File: src/rtl/gyro_pkg.sv
// Shared definitions for the gyroscope SPI slave: FSM states,
// register map addresses, command-byte fields and the read mux.
package gyro_pkg;

    typedef enum logic [1:0] {
        ST_IDLE,
        ST_ADDR,
        ST_RD_DATA,
        ST_WR_DATA
    } state_t;

    localparam logic [5:0] ADDR_WHO_AM_I = 6'h0F;
    localparam logic [5:0] ADDR_CTRL1    = 6'h20;
    localparam logic [5:0] ADDR_OUT_TEMP = 6'h26;
    localparam logic [5:0] ADDR_OUT_X_L  = 6'h28;
    localparam logic [5:0] ADDR_OUT_X_H  = 6'h29;
    localparam logic [5:0] ADDR_OUT_Y_L  = 6'h2A;
    localparam logic [5:0] ADDR_OUT_Y_H  = 6'h2B;
    localparam logic [5:0] ADDR_OUT_Z_L  = 6'h2C;
    localparam logic [5:0] ADDR_OUT_Z_H  = 6'h2D;

    // Command byte fields
    localparam int READ_BIT = 7;
    localparam int MS_BIT   = 6;

    function automatic logic [7:0] reg_read(
        input logic [5:0]  addr,
        input logic [7:0]  who,
        input logic [7:0]  ctrl,
        input logic [7:0]  temp,
        input logic [15:0] x,
        input logic [15:0] y,
        input logic [15:0] z
    );
        logic [7:0] v;
        v = 8'h00;
        case (addr)
            ADDR_WHO_AM_I: v = who;
            ADDR_CTRL1:    v = ctrl;
            ADDR_OUT_TEMP: v = temp;
            ADDR_OUT_X_L:  v = x[7:0];
            ADDR_OUT_X_H:  v = x[15:8];
            ADDR_OUT_Y_L:  v = y[7:0];
            ADDR_OUT_Y_H:  v = y[15:8];
            ADDR_OUT_Z_L:  v = z[7:0];
            ADDR_OUT_Z_H:  v = z[15:8];
            default:       v = 8'h00;
        endcase
        return v;
    endfunction

endpackage

File: src/rtl/spi_sync.sv
// Two-flop synchronizer with rise/fall detect on the synchronized value.
// Ports: clk, rst, i_d (async in), o_q (synced), o_rise, o_fall (1-clk pulses).
module spi_sync (
    input  logic clk,
    input  logic rst,
    input  logic i_d,
    output logic o_q,
    output logic o_rise,
    output logic o_fall
);

    logic r_m;
    logic r_q;
    logic r_prev;

    // Flops clear to 0 so that a select line still held low when
    // reset releases never looks like a fresh falling edge.
    always_ff @(posedge clk) begin
        if (rst) begin
            r_m    <= 1'b0;
            r_q    <= 1'b0;
            r_prev <= 1'b0;
        end else begin
            r_m    <= i_d;
            r_q    <= r_m;
            r_prev <= r_q;
        end
    end

    assign o_q    = r_q;
    assign o_rise = r_q & ~r_prev;
    assign o_fall = ~r_q & r_prev;

endmodule

File: src/rtl/gyro_spi_slave.sv
// SPI mode-3 register slave for a 3-axis gyroscope (WHO_AM_I, CTRL_REG1,
// temperature, X/Y/Z rate). Ports: clk/rst, sclk/mosi/slave_select/miso
// SPI pins, axis and temp samples in, ctrl_reg1, wr_strobe, frame_done out.
module gyro_spi_slave
    import gyro_pkg::*;
#(
    parameter logic [7:0] WHO_AM_I_VAL  = 8'hD3,
    parameter logic [7:0] CTRL1_RST_VAL = 8'h07
) (
    input  logic        clk,
    input  logic        rst,
    input  logic        sclk,
    input  logic        mosi,
    input  logic        slave_select,
    output logic        miso,
    input  logic [15:0] x_axis_in,
    input  logic [15:0] y_axis_in,
    input  logic [15:0] z_axis_in,
    input  logic [7:0]  temp_in,
    output logic [7:0]  ctrl_reg1,
    output logic        wr_strobe,
    output logic        frame_done
);

    logic w_sclk_q, w_sclk_rise, w_sclk_fall;
    logic w_mosi_q, w_mosi_rise, w_mosi_fall;
    logic w_ss_q, w_ss_rise, w_ss_fall;

    spi_sync u_sync_sclk (
        .clk(clk), .rst(rst), .i_d(sclk),
        .o_q(w_sclk_q), .o_rise(w_sclk_rise), .o_fall(w_sclk_fall)
    );
    spi_sync u_sync_mosi (
        .clk(clk), .rst(rst), .i_d(mosi),
        .o_q(w_mosi_q), .o_rise(w_mosi_rise), .o_fall(w_mosi_fall)
    );
    spi_sync u_sync_ss (
        .clk(clk), .rst(rst), .i_d(slave_select),
        .o_q(w_ss_q), .o_rise(w_ss_rise), .o_fall(w_ss_fall)
    );

    state_t      r_state;
    logic [2:0]  r_bit_cnt;
    logic [7:0]  r_shift;
    logic [7:0]  r_tx;
    logic [5:0]  r_addr;
    logic        r_ms;
    logic        r_got_byte;
    logic        r_miso;
    logic [7:0]  r_ctrl;
    logic        r_wr_strobe;
    logic        r_frame_done;
    logic [15:0] r_snap_x;
    logic [15:0] r_snap_y;
    logic [15:0] r_snap_z;
    logic [7:0]  r_snap_t;

    logic [7:0]  w_rx_byte;
    logic        w_byte_end;
    logic [5:0]  w_next_addr;
    logic        w_unused;

    assign w_rx_byte   = {r_shift[6:0], w_mosi_q};
    assign w_byte_end  = w_sclk_rise && (r_bit_cnt == 3'd7);
    assign w_next_addr = r_addr + {5'd0, r_ms};
    assign w_unused    = w_sclk_q ^ w_mosi_rise ^ w_mosi_fall ^ w_ss_q;

    // Bit-level activity is gated by state rather than the synced select,
    // so a byte finishing in the same clk as select rising is still
    // committed before the return to IDLE.
    always_ff @(posedge clk) begin
        if (rst) begin
            r_state      <= ST_IDLE;
            r_bit_cnt    <= 3'd0;
            r_shift      <= 8'h00;
            r_tx         <= 8'h00;
            r_addr       <= 6'd0;
            r_ms         <= 1'b0;
            r_got_byte   <= 1'b0;
            r_miso       <= 1'b0;
            r_ctrl       <= CTRL1_RST_VAL;
            r_wr_strobe  <= 1'b0;
            r_frame_done <= 1'b0;
            r_snap_x     <= 16'h0000;
            r_snap_y     <= 16'h0000;
            r_snap_z     <= 16'h0000;
            r_snap_t     <= 8'h00;
        end else begin
            r_wr_strobe  <= 1'b0;
            r_frame_done <= 1'b0;
            case (r_state)
                ST_IDLE: begin
                    r_miso    <= 1'b0;
                    r_bit_cnt <= 3'd0;
                    if (w_ss_fall) begin
                        r_state    <= ST_ADDR;
                        r_got_byte <= 1'b0;
                        r_shift    <= 8'h00;
                        r_tx       <= 8'h00;
                    end
                end
                default: begin
                    if (w_sclk_rise) begin
                        r_shift   <= w_rx_byte;
                        r_bit_cnt <= r_bit_cnt + 3'd1;
                    end
                    if (w_byte_end) begin
                        r_got_byte <= 1'b1;
                        case (r_state)
                            ST_ADDR: begin
                                r_addr <= w_rx_byte[5:0];
                                r_ms   <= w_rx_byte[MS_BIT];
                                if (w_rx_byte[READ_BIT]) begin
                                    r_snap_x <= x_axis_in;
                                    r_snap_y <= y_axis_in;
                                    r_snap_z <= z_axis_in;
                                    r_snap_t <= temp_in;
                                    // First byte uses the live values,
                                    // identical to what is snapshotted.
                                    r_tx <= reg_read(w_rx_byte[5:0],
                                        WHO_AM_I_VAL, r_ctrl, temp_in,
                                        x_axis_in, y_axis_in, z_axis_in);
                                    r_state <= ST_RD_DATA;
                                end else begin
                                    r_state <= ST_WR_DATA;
                                end
                            end
                            ST_RD_DATA: begin
                                r_addr <= w_next_addr;
                                r_tx   <= reg_read(w_next_addr,
                                    WHO_AM_I_VAL, r_ctrl, r_snap_t,
                                    r_snap_x, r_snap_y, r_snap_z);
                            end
                            ST_WR_DATA: begin
                                if (r_addr == ADDR_CTRL1) begin
                                    r_ctrl      <= w_rx_byte;
                                    r_wr_strobe <= 1'b1;
                                end
                                r_addr <= w_next_addr;
                            end
                            default: ;
                        endcase
                    end
                    if (w_sclk_fall) begin
                        r_miso <= r_tx[7];
                        r_tx   <= {r_tx[6:0], 1'b0};
                    end
                    if (w_ss_rise) begin
                        r_state      <= ST_IDLE;
                        r_miso       <= 1'b0;
                        r_frame_done <= r_got_byte | w_byte_end;
                    end
                end
            endcase
        end
    end

    // Force miso low the instant select is released.
    assign miso       = r_miso & ~slave_select & ~w_unused | r_miso & ~slave_select & w_unused;
    assign ctrl_reg1  = r_ctrl;
    assign wr_strobe  = r_wr_strobe;
    assign frame_done = r_frame_done;

endmodule
File: config.mk
export PLATFORM = sky130hd
export DESIGN_NAME = gyro_spi_slave
export DESIGN_NICKNAME = d
export VERILOG_FILES = /design/src/rtl/gyro_pkg.sv /design/src/rtl/spi_sync.sv /design/src/rtl/gyro_spi_slave.sv
export SDC_FILE = /design/constraint.sdc
export NUM_CORES = 1
export LEC_CHECK = 0
export BUFFER_PORTS_ARGS = -buffer_cell sky130_fd_sc_hd__buf_2
export CAP_MARGIN = 20
export CORE_MARGIN = 2
export CORE_UTILIZATION = 40
export CTS_CLUSTER_SIZE = 28
export DETAILED_ROUTE_END_ITERATION = 10
export PLACE_DENSITY = 0.67
export SKIP_LAST_GASP = 1
export SYNTH_ARGS = -nofsm -noshare
export SYNTH_HDL_FRONTEND = slang
export SYNTH_SLANG_ARGS = --single-unit
export TNS_END_PERCENT = 100
File: constraint.sdc
create_clock -name clk -period 3.7 [get_ports clk]
set_input_delay 0.74 -clock clk [delete_from_list [all_inputs] [get_ports clk]]
set_output_delay 0.74 -clock clk [all_outputs]
set_load 0.01 [all_outputs]
-- Yosys cells after proc, flatten, opt, wreduce, memory -nomap -nowiden
Index checks and enable logic that the tools add are counted.
- logic and storage cells: 120
- bits of input ports: 61
- output and inout bits: 11
- bits in registers: 104
- mux-type cells: 21
- equal/unequal tests: 25
- add/subtract/negate cells: 2
- bitwise logic cells: 26
- reductions and logical operators: 22
- operators by type and width (kind ; number):
    8-bit case mux with 9 select lines ; 2
    6-bit equality test (second input constant) ; 17
    8-bit two-way mux ; 5
    8-bit case mux with 2 select lines ; 1
    7-bit two-way mux ; 2
    6-bit by 4-bit equality test with 1-bit output (second input constant) ; 2
    1-bit inverter ; 12
    6-bit case mux with 2 select lines ; 1
    4-bit AND reduction ; 3
    2-bit two-way mux ; 5
    1-bit bitwise AND ; 9
    3-bit AND reduction ; 3
    3-bit nonzero test ; 3
    6-bit by 1-bit adder with 6-bit output ; 1
    2-bit nonzero test ; 3
    3-bit OR reduction ; 2
    1-bit two-way mux ; 5
    2-bit equality test (second input constant) ; 2
    4-bit by 3-bit != test with 1-bit output (second input constant) ; 1
    2-bit AND reduction ; 2
    4-bit nonzero test ; 1
    2-bit OR reduction ; 2
    4-bit OR reduction ; 1
    3-bit by 1-bit adder with 3-bit output (second input constant) ; 1
    other kinds (7) ; 10

-- Longest topological paths before layout
- depth in word-level cells: 8
- depth in mapped cells: 11
- mapped depth without buffers: 9

-- By module
Synthesis repeated with hierarchy kept, for this count alone.
- cell total of the unflattened synthesis: 755
- area, all modules: 5793.1 um^2
- by module, submodules not included (module ; times used ; cells an instance ; seq. area each (um^2) ; area an instance (um^2)):
    gyro_spi_slave ; 1 ; 731 ; 1901.8 ; 5519.0
    spi_sync ; 3 ; 8 ; 60.1 ; 91.3

-- Least setup slack after synthesis
No wires, ideal clock.
- kind: register to register
- from: register r_addr[0]
- to: register r_tx[3]
- period minus slack after synthesis: 2290 ps
- cell stages (with the launch flop): 12
- library setup time: 138 ps
- path buffers: 2
- required time: 3562 ps
- path slack: 1410 ps
- arrival time: 2151 ps
- cell sequence: dfxtp_1 -> ha_1 -> ha_1 -> buf_2 -> nand3_4 -> xor2_1 -> and3_1 -> and2_4 -> buf_6 -> a22o_1 -> o31ai_1 -> a221oi_2
- word-level cells in the longest chain between the ends: 7
- elaborated cells between the ends (all ways): 15
- classes of those cells: add/sub: 1; eq/ne: 9; mux: 5
- ends and longest elaborated chain (what ; line ; RTL):
    start: declaration ; gyro_spi_slave.sv:46 ; logic [5:0] r_addr;
    start signal: assignment ; gyro_spi_slave.sv:111 ; r_addr <= w_rx_byte[5:0];
    start signal: assignment ; gyro_spi_slave.sv:129 ; r_addr <= w_next_addr;
    start signal: assignment ; gyro_spi_slave.sv:139 ; r_addr <= w_next_addr;
    6-bit by 1-bit adder with 6-bit output * ; gyro_spi_slave.sv:65 ; assign w_next_addr = r_addr + {5'd0, r_ms};
    6-bit equality test / 6-bit by 4-bit equality test with 1-bit output (equally long branches) ; gyro_pkg.sv:37 ; case (addr)
    8-bit case mux with 9 select lines * ; gyro_pkg.sv:37 ;
    8-bit case mux with 2 select lines * ; gyro_spi_slave.sv:109 ; case (r_state)
    8-bit two-way mux * ; gyro_spi_slave.sv:107 ; if (w_byte_end) begin
    8-bit two-way mux * ; gyro_spi_slave.sv:144 ; if (w_sclk_fall) begin
    8-bit two-way mux * ; gyro_spi_slave.sv:91 ; case (r_state)
    end signal: assignment ; gyro_spi_slave.sv:120 ; r_tx <= reg_read(w_rx_byte[5:0],
    end signal: assignment ; gyro_spi_slave.sv:130 ; r_tx <= reg_read(w_next_addr,
    end signal: assignment ; gyro_spi_slave.sv:146 ; r_tx <= {r_tx[6:0], 1'b0};
    end: declaration ; gyro_spi_slave.sv:45 ; logic [7:0] r_tx;
Every way passes the cells marked *; elsewhere a longest branch is shown, timed or not. The select of a mux whose other input is x is not followed.
A chain may end at the register's enable or synchronous reset.

-- Final worst setup path
- from: register r_addr[1]
- to: register r_tx[3]
The elaborated chain is that of the path after synthesis.

==> reports/results.md <==
| Item | Reported |
|:---|:---|
| Setup repair after global routing missed its margin | false |
| Initial Util | 41.0% |
| Number of H-tree levels | 3 |
| Upper clock frequency limit | 329 MHz |
| Critical Path Slowest Stage Cell | sky130_fd_sc_hd__dfxtp_1 |
| Avg Cell Area, Syn | 7.92 µm² |
| Seq/Total Area, Yosys | 36.2% |
| GR Util All Layers | 25.7% |
| Clock transition at the registers of the reported paths | 70 ps |
| Detailed Route WL | 18,900 µm |
| Number of flops mapped to enable cells by yosys | 0 |
| Clock network latency to the later pin of the worst-skew pair | 360 ps |
| Violation count after the first detailed-routing iteration | 742 |
| Pre-CTS worst setup slack | 745 ps |
| Seq cells post-synth | 103 |
| Die area | 15,200 µm² |
| Final std cell area, no fill | 6450 µm² |
| Post-Syn Nets | 785 |
| Arrival time of data at the critical path endpoint | 3320 ps |
| Last weighted congestion value of the routability-driven placer | 0.982 |
| Average wire per cell in the routed design | 20.0 µm |
| Worst Path Max Fanout | 13 |
| Final Critical Period | 3040 ps |
| Sum of met3 wire segment lengths after detailed routing | 1360 µm |
| Share of final-layout standard cells stronger than drive strength 1 | 17.1% |
| Multi-input logic area | 3360 µm² |
| Fin util | 46.5% |
| Worst Clk Skew | 7.01 ps |
| Total count of max-transition violations in the final report | 0 |
| Number of cells produced by synthesis | 719 |
| GRT Residual Overflow | 0 |
| Endpoint kind of the worst setup timing path | flip-flop |
| Detailed Place HPWL | 13,900 µm |
| Hold crit path type | flip-flop to flip-flop |
| Antenna violations before repair | 0 |
| Num Clock Sinks | 103 |
| Via count of the routed design | 5,504 |
| Synth cell types | 72 |
| Actual slew at the worst max-slew pin | 1030 ps |
| Count of nets after finishing | 825 |
| Path type of the worst setup path | flip-flop to flip-flop |
| DR DRC count | 0 |
| CTS tree | built |
| YS warnings | 0 |
| Number of buffer cells added on primary ports | 71 |
| Routed length on met1 | 8560 µm |
| Number of setup buffers added after CTS | 0 |
| Summed instance area of the synthesized netlist | 5690 µm² |
| Via density per instance | 5.83 |
| Sequential cell area | 2060 µm² |
| I/O pins | 72 |
| Critical path buffers and inverters | 0 |
| Final-layout fill cell count | 1,443 |
| Hold bufs inserted after CTS | 0 |
| Met2 WL post-DR | 8240 µm |
| Die width | 123 µm |
| Highest routed metal layer | met4 |
| Y dimension of the die | 123 µm |
| Synth async-reset ratio | 0% |
| Final hold violation count | 0 |
| Max-Slew Margin vs Limit | 31.3% |
| Inserted Clock Buffers | 9 |
| Portion of the clock cycle consumed by the worst path in the final layout | 82.1% |
| Buffers from clock root to sink, at most | 2 |
| Router iterations before antenna repair | 7 |
| Setup tns final | 0 ps |
| Ant. Diodes | 0 |
| Total power after layout | 2290 µW |
| Delay of the slowest critical-path stage | 630 ps |
| Leakage power summed over all cells | 0.00218 µW |
| Sort of element at the start of the critical path | flip-flop |
| Area Overhead vs Synth | 13.3% |
| Cells along the critical path | ha_1 > nand3_4 > xor2_1 > o2111ai_2 > a21oi_1 > a22o_1 > o31ai_1 > a221oi_2 |
| Number of nets with antenna violations after routing | 0 |
| Critical Path RT | 3980 ps |
| Std-Cell Core Area | 13,900 µm² |
| Max-capacitance violation count | 0 |
| Most used cells in the layout excluding fill and tap cells | 154 x sky130_fd_sc_hd__nand2_1, 103 x sky130_fd_sc_hd__dfxtp_1, 76 x sky130_fd_sc_hd__a21oi_1, 71 x sky130_fd_sc_hd__buf_2, 61 x sky130_fd_sc_hd__nor2_1 |
| Top cell family by delay on the critical path | compound AO/OA/AOI/OAI gates |
| Power density cells | 354 nW/µm² |
| Final setup violating endpoints | 0 |
| Worst IR Drop VDD | 0.197 mV |
| Number of rows created at floorplan | 43 |
| Count of instances resized after the clock tree is built | 0 |
| Cell Area, Placed | 6120 µm² |
| Global-route wire length before repair | 29,200 µm |
| Clock Tree Root | sky130_fd_sc_hd__clkbuf_16 |
| Number of global-route vias before repair | 5,146 |
| Most used flip-flop cell after synthesis | sky130_fd_sc_hd__dfxtp_1 |
| Most common cell after layout, fill and taps aside | sky130_fd_sc_hd__nand2_1 |
| Final setup margin | 663 ps |
| Pin count of the biggest net entering global routing | 53 |
| Result of the run | finished, final reports clean |
synth_stat cells, types with 4 or more instances:
master / n / area [µm²]
sky130_fd_sc_hd__a211o_1: 4 / 35.0
sky130_fd_sc_hd__a211oi_1: 5 / 37.5
sky130_fd_sc_hd__a21oi_1: 76 / 380
sky130_fd_sc_hd__a221oi_1: 13 / 114
sky130_fd_sc_hd__a222oi_1: 7 / 70.1
sky130_fd_sc_hd__a22o_1: 8 / 70.1
sky130_fd_sc_hd__a22oi_1: 29 / 218
sky130_fd_sc_hd__a31oi_1: 4 / 25.0
sky130_fd_sc_hd__buf_2: 16 / 80.1
sky130_fd_sc_hd__buf_6: 5 / 56.3
sky130_fd_sc_hd__clkbuf_1: 29 / 109
sky130_fd_sc_hd__dfxtp_1: 103 / 2060
sky130_fd_sc_hd__ha_1: 5 / 62.6
sky130_fd_sc_hd__inv_1: 7 / 26.3
sky130_fd_sc_hd__mux2_2: 8 / 90.1
sky130_fd_sc_hd__mux2i_1: 21 / 210
sky130_fd_sc_hd__nand2_1: 154 / 578
sky130_fd_sc_hd__nand2b_1: 14 / 87.6
sky130_fd_sc_hd__nand3_1: 4 / 20.0
sky130_fd_sc_hd__nand3b_1: 4 / 30.0
sky130_fd_sc_hd__nand4_1: 9 / 56.3
sky130_fd_sc_hd__nor2_1: 62 / 233
sky130_fd_sc_hd__nor2b_1: 21 / 131
sky130_fd_sc_hd__nor3_1: 7 / 35.0
sky130_fd_sc_hd__nor4_1: 4 / 25.0
sky130_fd_sc_hd__o21ai_0: 9 / 45.0
sky130_fd_sc_hd__o22ai_1: 5 / 31.3
sky130_fd_sc_hd__o2bb2ai_1: 6 / 52.6
sky130_fd_sc_hd__xnor2_1: 4 / 35.0
registers in the layout (all words and copies together), names as in the netlist:
register and count:
frame_done 1, r_snap_x 16, ctrl_reg1 8, r_shift 7, u_sync_sclk.r_m 1, r_addr 6
u_sync_ss.r_m 1, r_snap_t 8, u_sync_ss.o_q 1, r_snap_z 16, u_sync_ss.r_prev 1, r_got_byte 1
u_sync_mosi.r_m 1, u_sync_mosi.o_q 1, u_sync_sclk.o_q 1, u_sync_sclk.r_prev 1, r_miso 1, r_snap_y 16
r_tx 8, r_ms 1, r_state 2, r_bit_cnt 3, wr_strobe 1
metrics by stage:
step / cells / hold slack (ps)
floorplan: 719 / 414
global placement: 928 / 415
detailed placement: 928 / 427
CTS: 944 / 443
global route: 944 / 468
finish: 944 / 439
logic make-up (layout without fill, tap and decap cells):
kind of cell / Yosys count / after routing / synth area share, %
compound gates: 204 / 204 / 25.4
xor+xnor: 6 / 6 / 0.923
fa+ha+maj: 5 / 5 / 1.10
buf+inv: 60 / 105 / 4.97
flops: 103 / 103 / 36.2
mux: 29 / 29 / 5.27
simple gates: 312 / 312 / 26.1
report_power, final:
group | switching (µW) | leakage, µW | internal, µW
registers | 6.02 | 0.000831 | 1110
logic | 60.8 | 0.00119 | 38.5
clock network | 464 | 0.000160 | 606
total | 531 | 0.00218 | 1760
path summary, 6_finish.rpt:
kind | start | end | slack [ps] | cells past startpoint
setup / recovery | r_addr[1] | r_tx[3] | 660 | 8
hold / removal | u_sync_ss.r_m | u_sync_ss.o_q | 440 | 1
setup reg to reg | r_addr[1] | r_tx[3] | 660 | 8
hold reg to reg | u_sync_ss.r_m | u_sync_ss.o_q | 440 | 1
per-layer routing:
| layer | track usage (%) | up-vias |
|---|---|---|
| met5 | 0 | - |
| met1 | 35.5 | 2558 |
| met3 | 5.26 | 43 |
| met4 | 12.4 | 0 |
| met2 | 38.0 | 238 |
| li1 | - | 2665 |
area by class of cell:
class	instances	area share, %
clock buffer	10	3.55
clock inverter	6	1.59
inverter	7	0.407
multi-input combinational	556	52.0
sequential	103	32.0
tap	180	3.49
timing repair buffer	82	6.98
Power figures use the tool's default switching activity.
